===== src/rtl/seq_pkg.sv =====
// Shared types and constants for the pattern generator / 11010 detector run controller.
package seq_pkg;

  typedef enum logic [2:0] {
    IDLE  = 3'd0,
    ARM   = 3'd1,
    RUN   = 3'd2,
    DRAIN = 3'd3,
    DONE  = 3'd4
  } state_t;

  localparam logic [15:0] SEQ_DEFAULT = 16'b0111010011011010;
  localparam logic [4:0]  DET_TARGET  = 5'b11010;

endpackage


===== src/rtl/tick_div.sv =====
// Clock-enable divider: o_tick is high for one cycle every DIV enabled cycles.
// Counter is held at zero whenever i_en is low, so every enable period starts fresh.
module tick_div #(
  parameter int DIV = 4
) (
  input  logic clk,
  input  logic rst,
  input  logic i_en,
  output logic o_tick
);

  localparam int CW = (DIV > 1) ? $clog2(DIV) : 1;
  localparam logic [CW-1:0] LAST = CW'(DIV - 1);

  logic [CW-1:0] r_cnt;
  logic          w_last;

  assign w_last = (r_cnt == LAST);
  assign o_tick = i_en && w_last;

  always_ff @(posedge clk) begin
    if (rst || !i_en) begin
      r_cnt <= '0;
    end else if (w_last) begin
      r_cnt <= '0;
    end else begin
      r_cnt <= r_cnt + 1'b1;
    end
  end

endmodule


===== src/rtl/seq_run_ctrl.sv =====
// Run controller: steps the pattern generator for PASSES rotations on a divided tick
// and counts detector hits; owns the generator reload/step enables.
module seq_run_ctrl
  import seq_pkg::*;
#(
  parameter int DIV    = 25_000_000,
  parameter int SEQ_W  = 16,
  parameter int PASSES = 4,
  parameter int CNT_W  = 8
) (
  input  logic                         clk,
  input  logic                         rst,
  input  logic                         start,
  input  logic                         abort,
  input  logic                         pat_we,
  input  logic [SEQ_W-1:0]             pat_in,
  input  logic                         det_hit,
  output logic                         gen_reload,
  output logic [SEQ_W-1:0]             gen_pat,
  output logic                         gen_step,
  output logic                         busy,
  output logic                         done,
  output logic [CNT_W-1:0]             hit_cnt,
  output logic [$clog2(PASSES+1)-1:0]  pass_cnt
);

  localparam int BW = (SEQ_W > 1) ? $clog2(SEQ_W) : 1;
  localparam int PW = $clog2(PASSES + 1);
  localparam logic [BW-1:0]    BIT_LAST  = BW'(SEQ_W - 1);
  localparam logic [PW-1:0]    PASS_LAST = PW'(PASSES - 1);
  localparam logic [CNT_W-1:0] HIT_MAX   = {CNT_W{1'b1}};

  state_t           r_state;
  state_t           w_next;
  logic [SEQ_W-1:0] r_gen_pat;
  logic             r_gen_step;
  logic             r_step_q;
  logic [BW-1:0]    r_bit_cnt;
  logic [PW-1:0]    r_pass_cnt;
  logic [CNT_W-1:0] r_hit_cnt;
  logic             w_tick;
  logic             w_run;
  logic             w_idle_done;
  logic             w_start_ok;
  logic             w_last_step;

  assign w_run       = (r_state == RUN);
  assign w_idle_done = (r_state == IDLE) || (r_state == DONE);
  assign w_start_ok  = start && !abort && w_idle_done;
  assign w_last_step = r_gen_step && (r_bit_cnt == BIT_LAST) && (r_pass_cnt == PASS_LAST);

  tick_div #(.DIV(DIV)) u_tick_div (
    .clk    (clk),
    .rst    (rst),
    .i_en   (w_run),
    .o_tick (w_tick)
  );

  always_comb begin
    w_next = r_state;
    case (r_state)
      IDLE:    if (w_start_ok) w_next = ARM;
      ARM:     w_next = abort ? IDLE : RUN;
      RUN: begin
        if (abort)            w_next = IDLE;
        else if (w_last_step) w_next = DRAIN;
      end
      DRAIN:   w_next = abort ? IDLE : DONE;
      DONE: begin
        if (abort)           w_next = IDLE;
        else if (w_start_ok) w_next = ARM;
      end
      default: w_next = IDLE;
    endcase
  end

  always_ff @(posedge clk) begin
    if (rst) begin
      r_state    <= IDLE;
      r_gen_pat  <= SEQ_W'(SEQ_DEFAULT);
      r_gen_step <= 1'b0;
      r_step_q   <= 1'b0;
      r_bit_cnt  <= '0;
      r_pass_cnt <= '0;
      r_hit_cnt  <= '0;
    end else begin
      r_state    <= w_next;
      // An abort landing on a tick must not leak a step into IDLE.
      r_gen_step <= w_tick && !abort;
      r_step_q   <= r_gen_step;

      if (pat_we && w_idle_done) begin
        r_gen_pat <= pat_in;
      end

      if (w_start_ok) begin
        r_bit_cnt  <= '0;
        r_pass_cnt <= '0;
        r_hit_cnt  <= '0;
      end else begin
        if (w_run && r_gen_step) begin
          if (r_bit_cnt == BIT_LAST) begin
            r_bit_cnt  <= '0;
            r_pass_cnt <= r_pass_cnt + 1'b1;
          end else begin
            r_bit_cnt <= r_bit_cnt + 1'b1;
          end
        end
        if ((w_run || r_state == DRAIN) && r_step_q && det_hit && r_hit_cnt != HIT_MAX) begin
          r_hit_cnt <= r_hit_cnt + 1'b1;
        end
      end
    end
  end

  assign gen_reload = (r_state == ARM);
  assign gen_pat    = r_gen_pat;
  assign gen_step   = r_gen_step;
  assign busy       = (r_state == ARM) || (r_state == RUN) || (r_state == DRAIN);
  assign done       = (r_state == DONE);
  assign hit_cnt    = r_hit_cnt;
  assign pass_cnt   = r_pass_cnt;

endmodule

===== config.mk =====
export PLATFORM = sky130hd
export DESIGN_NAME = seq_run_ctrl
export DESIGN_NICKNAME = d
export VERILOG_FILES = /design/src/rtl/seq_pkg.sv /design/src/rtl/tick_div.sv /design/src/rtl/seq_run_ctrl.sv
export SDC_FILE = /design/constraint.sdc
export NUM_CORES = 1
export LEC_CHECK = 0
export ABC_AREA = 1
export CAP_MARGIN = 20
export CORE_MARGIN = 10
export CORE_UTILIZATION = 30
export CTS_BUF_LIST = sky130_fd_sc_hd__clkbuf_16
export DETAILED_ROUTE_END_ITERATION = 8
export GPL_TIMING_DRIVEN = 0
export HOLD_SLACK_MARGIN = 0.1
export PLACE_DENSITY = 0.57
export SYNTH_ARGS = -nofsm -noshare
export SYNTH_HDL_FRONTEND = slang
export SYNTH_SLANG_ARGS = --single-unit

===== constraint.sdc =====
create_clock -name clk -period 2.2 [get_ports clk]
set_input_delay 0.44 -clock clk [delete_from_list [all_inputs] [get_ports clk]]
set_output_delay 0.44 -clock clk [all_outputs]
set_load 0.02 [all_outputs]

Word-level counts from Yosys, hierarchy flattened
Index checks and enable logic that the tools add are counted.

operators by class
  add/subtract/negate cells = 4
  equality and inequality tests = 9
  multiplexer cells = 8
  reductions and logical operators = 22

operator list
  operator                 number
  $add A25 B1 Y25 const B  1
  $eq A25 B25 Y1 const B   1
  $mux W3                  5
  $pmux W3 S5              1
  $logic_and A1 B1 Y1      11
  $eq A3 B2 Y1 const B     3
  $add A8 B1 Y8 const B    1
  $ne A8 B8 Y1 const B     1
  $logic_or A1 B1 Y1       5
  $add A4 B1 Y4 const B    1
  $eq A4 B4 Y1 const B     1
  $mux W4                  1
  $reduce_or A2 Y1         2
  $add A3 B1 Y3 const B    1
  $eq A3 B1 Y1 const B     1
  $eq A3 B3 Y1 const B     1
  $logic_not A3 Y1         1
  $ne A3 B3 Y1 const B     1
  $logic_not A1 Y1         2
  $mux W2                  1
  $reduce_and A2 Y1        1

storage, ports and cells
  bits in registers = 61
  output and inout port bits = 31

Depth between registers and ports, before layout
Gate-level depths: netlist of the first run.

  word-level depth = 6
  mapped depth = 10
  depth with buffers taken out = 10

Hierarchy
From an unflattened synthesis of the first run, not the netlist that was laid out.

second synthesis, totals
  cell total of the unflattened synthesis = 431
  area total of the unflattened synthesis = 3024.2 µm²

modules (own cells, without submodules)
  module        instances  cells an instance  area each (µm²)
  seq_run_ctrl  1          216                1632.8
  tick_div      1          215                1391.3

Least setup slack after synthesis of the first run
Ideal clock, no wire load.

  path type = register to register
  start = reg r_hit_cnt[1] (netlist: hit_cnt[1])
  end = reg r_hit_cnt[5] (netlist: hit_cnt[5])
  library setup time = 0.118 ns
  arrival = 1.377 ns
  data required time = 2.082 ns
  slack = 0.705 ns
  stages on the path, launching flop included = 11
  cells stage by stage = dfxtp_1 > ha_1 > nand2_1 > nor2_1 > nand2_1 > nand2_2 > clkinv_2 > nand2_1 > nand2_1 > nand2_1 > nor2_1

between the ends
  word-level cells in the longest chain between the ends = 2

RTL lines
  what                                                   line                 text
  start, declared                                        seq_run_ctrl.sv:40   logic [CNT_W-1:0] r_hit_cnt;
  start signal, assigned                                 seq_run_ctrl.sv:110  r_hit_cnt <= r_hit_cnt + 1'b1;
  branches (longest 2 deep; another with $add A8 B1 Y8)  n/a

Parallel ways; which one is timed is not known.
A chain may end at the register's enable or synchronous reset.

Worst setup path in the final report of the first run
  start = reg r_state[2]
  end = out done

between the ends
  word-level cells in the longest chain between the ends = 1

RTL lines
  what                    line                 text
  start, declared         seq_run_ctrl.sv:33   state_t r_state;
  start signal, assigned  seq_run_ctrl.sv:87   r_state <= w_next;
  $eq A3 B3 Y1            seq_run_ctrl.sv:120  assign done = (r_state == DONE);
  end, declared           seq_run_ctrl.sv:22   output logic done,

No other way between the ends.

==> results.tsv, run 1 <==
stage	metric	value	unit
status	outcome	completed	
grt	initial antenna violation count	0	
grt	vias in the first global route	2576	
grt	global-route usage over all layers	0.103	
critical_path	Crit Path Class	reg -> out	
grt	Overflow after GRT	0	
timing	Setup WS post-layout	97.5	ps
timing	final setup vio count	0	
timing	fin crit period	2100	ps
routing	routed wire length	7410	µm
power	P_int	2100	µW
power	logic gate share of total power	0.078	
hold_path	worst hold path type	reg -> reg	
floorplanning	I/O pin cnt	53	
routing	vias per cell	4.40	
routing	DR pass1 iterations	4	
logic_synthesis	top_reg_cell synth	dfxtp_1	
timing	worst relative slew slack	0.732	
critical_path	CP Data Required Time	1760	ps
floorplanning	# rows	36	
logic_synthesis	sequential share of the synthesized area	0.404	
power	leak pwr	0.00138	µW
timing	RSZ-0062 raised after global routing	false	
power	Max rail drop VDD	0.000326	V
layout	diodes inserted	0	
floorplanning	Initial Utilization	0.309	
power	pwr/cell area	676	nW/µm²
timing	fmax	0.476	GHz
logic_synthesis	Synth top area share	0.404	
critical_path	crit path launch	r_state[2]$_SDFFE_PP0P_	
routing	number of DRC markers in iteration 0	149	
placement	placed insts	616	
logic_synthesis	number of distinct library cells after synthesis	30	
timing	count of final hold-check violations	0	
placement	RePlAce Congestion	0.870	
logic_synthesis	yosys warns	0	
timing	period utilization	0.956	
clocking	Num Clock Sinks	61	
logic_synthesis	count leader, synth	nand2_1	
logic_synthesis	Yosys top cell by area	dfxtp_1	
clocking	total CTS buffers	9	
power	net load switching power	599	µW
routing	DRC	0	
layout	FILL cells	1010	
logic_synthesis	top cells by count, synth	nand2_1, nor2_1, dfxtp_1	
critical_path	Setup crit start kind	flip-flop	
hold_path	worst hold start	gen_pat[13]$_SDFFE_PP1P_	
logic_synthesis	asr flop ratio synth	0	
critical_path	Reg-to-Reg Start	u_tick_div.r_cnt[0]$_SDFF_PP0_	
layout	number of nets in the layout	521	
grt	largest net degree at the start of global routing	11	
power	sequential cell fraction of total power	0.426	
layout	fin util	0.408	
clocking	Post-CTS Setup Repair Bufs	0	
routing	DR vias	2774	
grt	grt peak-use layer	met2	
critical_path	nature of the critical path endpoint	output pin	
timing	Worst Max-Slew Pin Slew	403	ps
logic_synthesis	number of synthesized flops with an enable pin	0	
logic_synthesis	Synth Net Count	458	
placement	HPWL Detailed	5780	µm
power	clock group share of total power	0.496	
routing	DR WL/cell	11.7	µm
placement	PortBufs	52	
clocking	Clock Root Buffer	clkbuf_16	
clocking	post-CTS sizing	0	
critical_path	Arrival @ worst endpoint	1660	ps
clocking	CTS H-tree lvls	3	
timing	clock skew	7.58	ps
logic_synthesis	Synth area leaders	dfxtp_1, nand2_1, nor2_1, inv_1, nand3_1	
layout	Post-Layout Cell Count	631	
floorplanning	width of the die	120	µm
run	Maximum Capacitance Violations	0	
grt	met3 global-route usage	0.0354	
placement	dpl ws	128	ps
clocking	clock latency on the worst-skew pair	320	ps
clocking	clock tree buffer depth	2	
layout	share of cells above drive strength 1	0.110	
routing	post-route ant nets	0	
clocking	CTS tree	built	
timing	setup TNS	0	ps
clocking	Post-CTS Hold Fix Bufs	0	
grt	global-route track usage on met1	0.131	
logic_synthesis	Mapped Area	3020	µm²
grt	first-pass GRT wire length	12400	µm
layout	area grow syn2layout	32.1	%
critical_path	critical path fanouts, max	5	
floorplanning	core area	9770	µm²
timing	Slew Viols, Final	0	
clocking	clock-pin slew on the worst setup and hold paths	50	ps
logic_synthesis	syn_area_per_cell	7.01	µm²
floorplanning	Die H	120	µm
floorplanning	die area	14500	µm²
grt	met2 usage	0.162	
power	Sw Share	0.222	
logic_synthesis	flops & latches, synth	61	
logic_synthesis	Cells after Synth	431	
[stage by stage]
step	total power [µW]	hold WS [ps]	instance area, µm²
floorplan	1270	439	3020
global placement	1380	451	3710
detailed placement	1390	459	3710
CTS	2730	472	3990
global route	2800	496	3990
finish	2690	468	3990
[flip-flops by register name (all words and copies together), names as in the netlist]
| name | count |
|---|---|
| pass_cnt | 3 |
| gen_pat | 16 |
| r_bit_cnt | 4 |
| hit_cnt | 8 |
| r_state | 3 |
| u_tick_div.r_cnt | 25 |
| gen_step | 1 |
| r_step_q | 1 |
[placed cells by master, fill, tap and decap left out, drive strengths merged, types with 2 or more instances in the layout]
cell,Yosys,routed
a21oi,23,23
buf,4,4
clkbuf,1,10
clkdlybuf4s50,0,52
clkinv,2,5
dfxtp,61,61
ha,5,5
inv,46,47
nand2,121,121
nand3,31,31
nand3b,2,2
nand4,9,9
nor2,89,89
nor3,4,4
o21ai,17,17
xnor2,4,4
xor2,9,9
[routing by layer]
layer  routed length [µm]  vias to the layer above  share of wire
li1                     -                     1490              -
met1                 3620                     1243           0.49
met2                 3490                       37           0.47
met3                  257                        4          0.035
met4                   38                        0         0.0051
met5                    0                        -              0
[worst max-delay path: stages, from the launching register on]
cell and delay [ps]:
dfxtp_1 350, inv_1 120, nor3_1 200, clkdlybuf4s50_1 670
[final timing paths]
| kind | end | slack [ps] | cells past startpoint |
|---|---|---|---|
| setup reg to reg | u_tick_div.r_cnt[16]$_SDFF_PP0_ | 580 | 9 |
| setup / recovery | done | 100 | 3 |
| hold / removal | gen_pat[13]$_SDFFE_PP1P_ | 470 | 2 |
| hold reg to reg | gen_pat[13]$_SDFFE_PP1P_ | 470 | 2 |
[cells by family after synthesis]
| logic type | after synthesis | share of synthesized area |
|---|---|---|
| adders and majority gates | 5 | 0.0207 |
| xor gates and xnor gates | 13 | 0.0377 |
| AOI/OAI and AO/OA | 41 | 0.0775 |
| buffers and inverters | 53 | 0.0779 |
| and+or+nand+nor | 258 | 0.382 |
| DFF | 61 | 0.404 |
[power by group through the flow]
stage	clock network [µW]	logic [µW]	registers, µW
after detailed placement	0	215	1170
after floorplan	0	68.8	1200
final	1340	211	1150
after CTS	1370	216	1150
after global placement	0	215	1170
after global routing	1420	231	1150
[area by class of cell]
class                   instances  area [µm²]  share of cell area
multi-input cells             317        1560               0.392
flip-flops and latches         61        1220               0.306
repair buffers                 52         520               0.130
clock buffers                   9         225              0.0565
inverters                      48         181              0.0455
well taps                     133         166              0.0417
clock inverters                 6        56.3              0.0141
plain buffers                   5        53.8              0.0135
Power figures use the tool's default switching activity.
==> run 2: changes to the inputs <==
--- a/config.mk
+++ b/config.mk
@@ -14,6 +14,7 @@
 export GPL_TIMING_DRIVEN = 0
 export HOLD_SLACK_MARGIN = 0.1
 export PLACE_DENSITY = 0.57
+export SKIP_CTS_REPAIR_TIMING = 1
 export SYNTH_ARGS = -nofsm -noshare
 export SYNTH_HDL_FRONTEND = slang
 export SYNTH_SLANG_ARGS = --single-unit
==> results of run 2 <==
Final layout, timing and power as in run 1 (identical DEF).
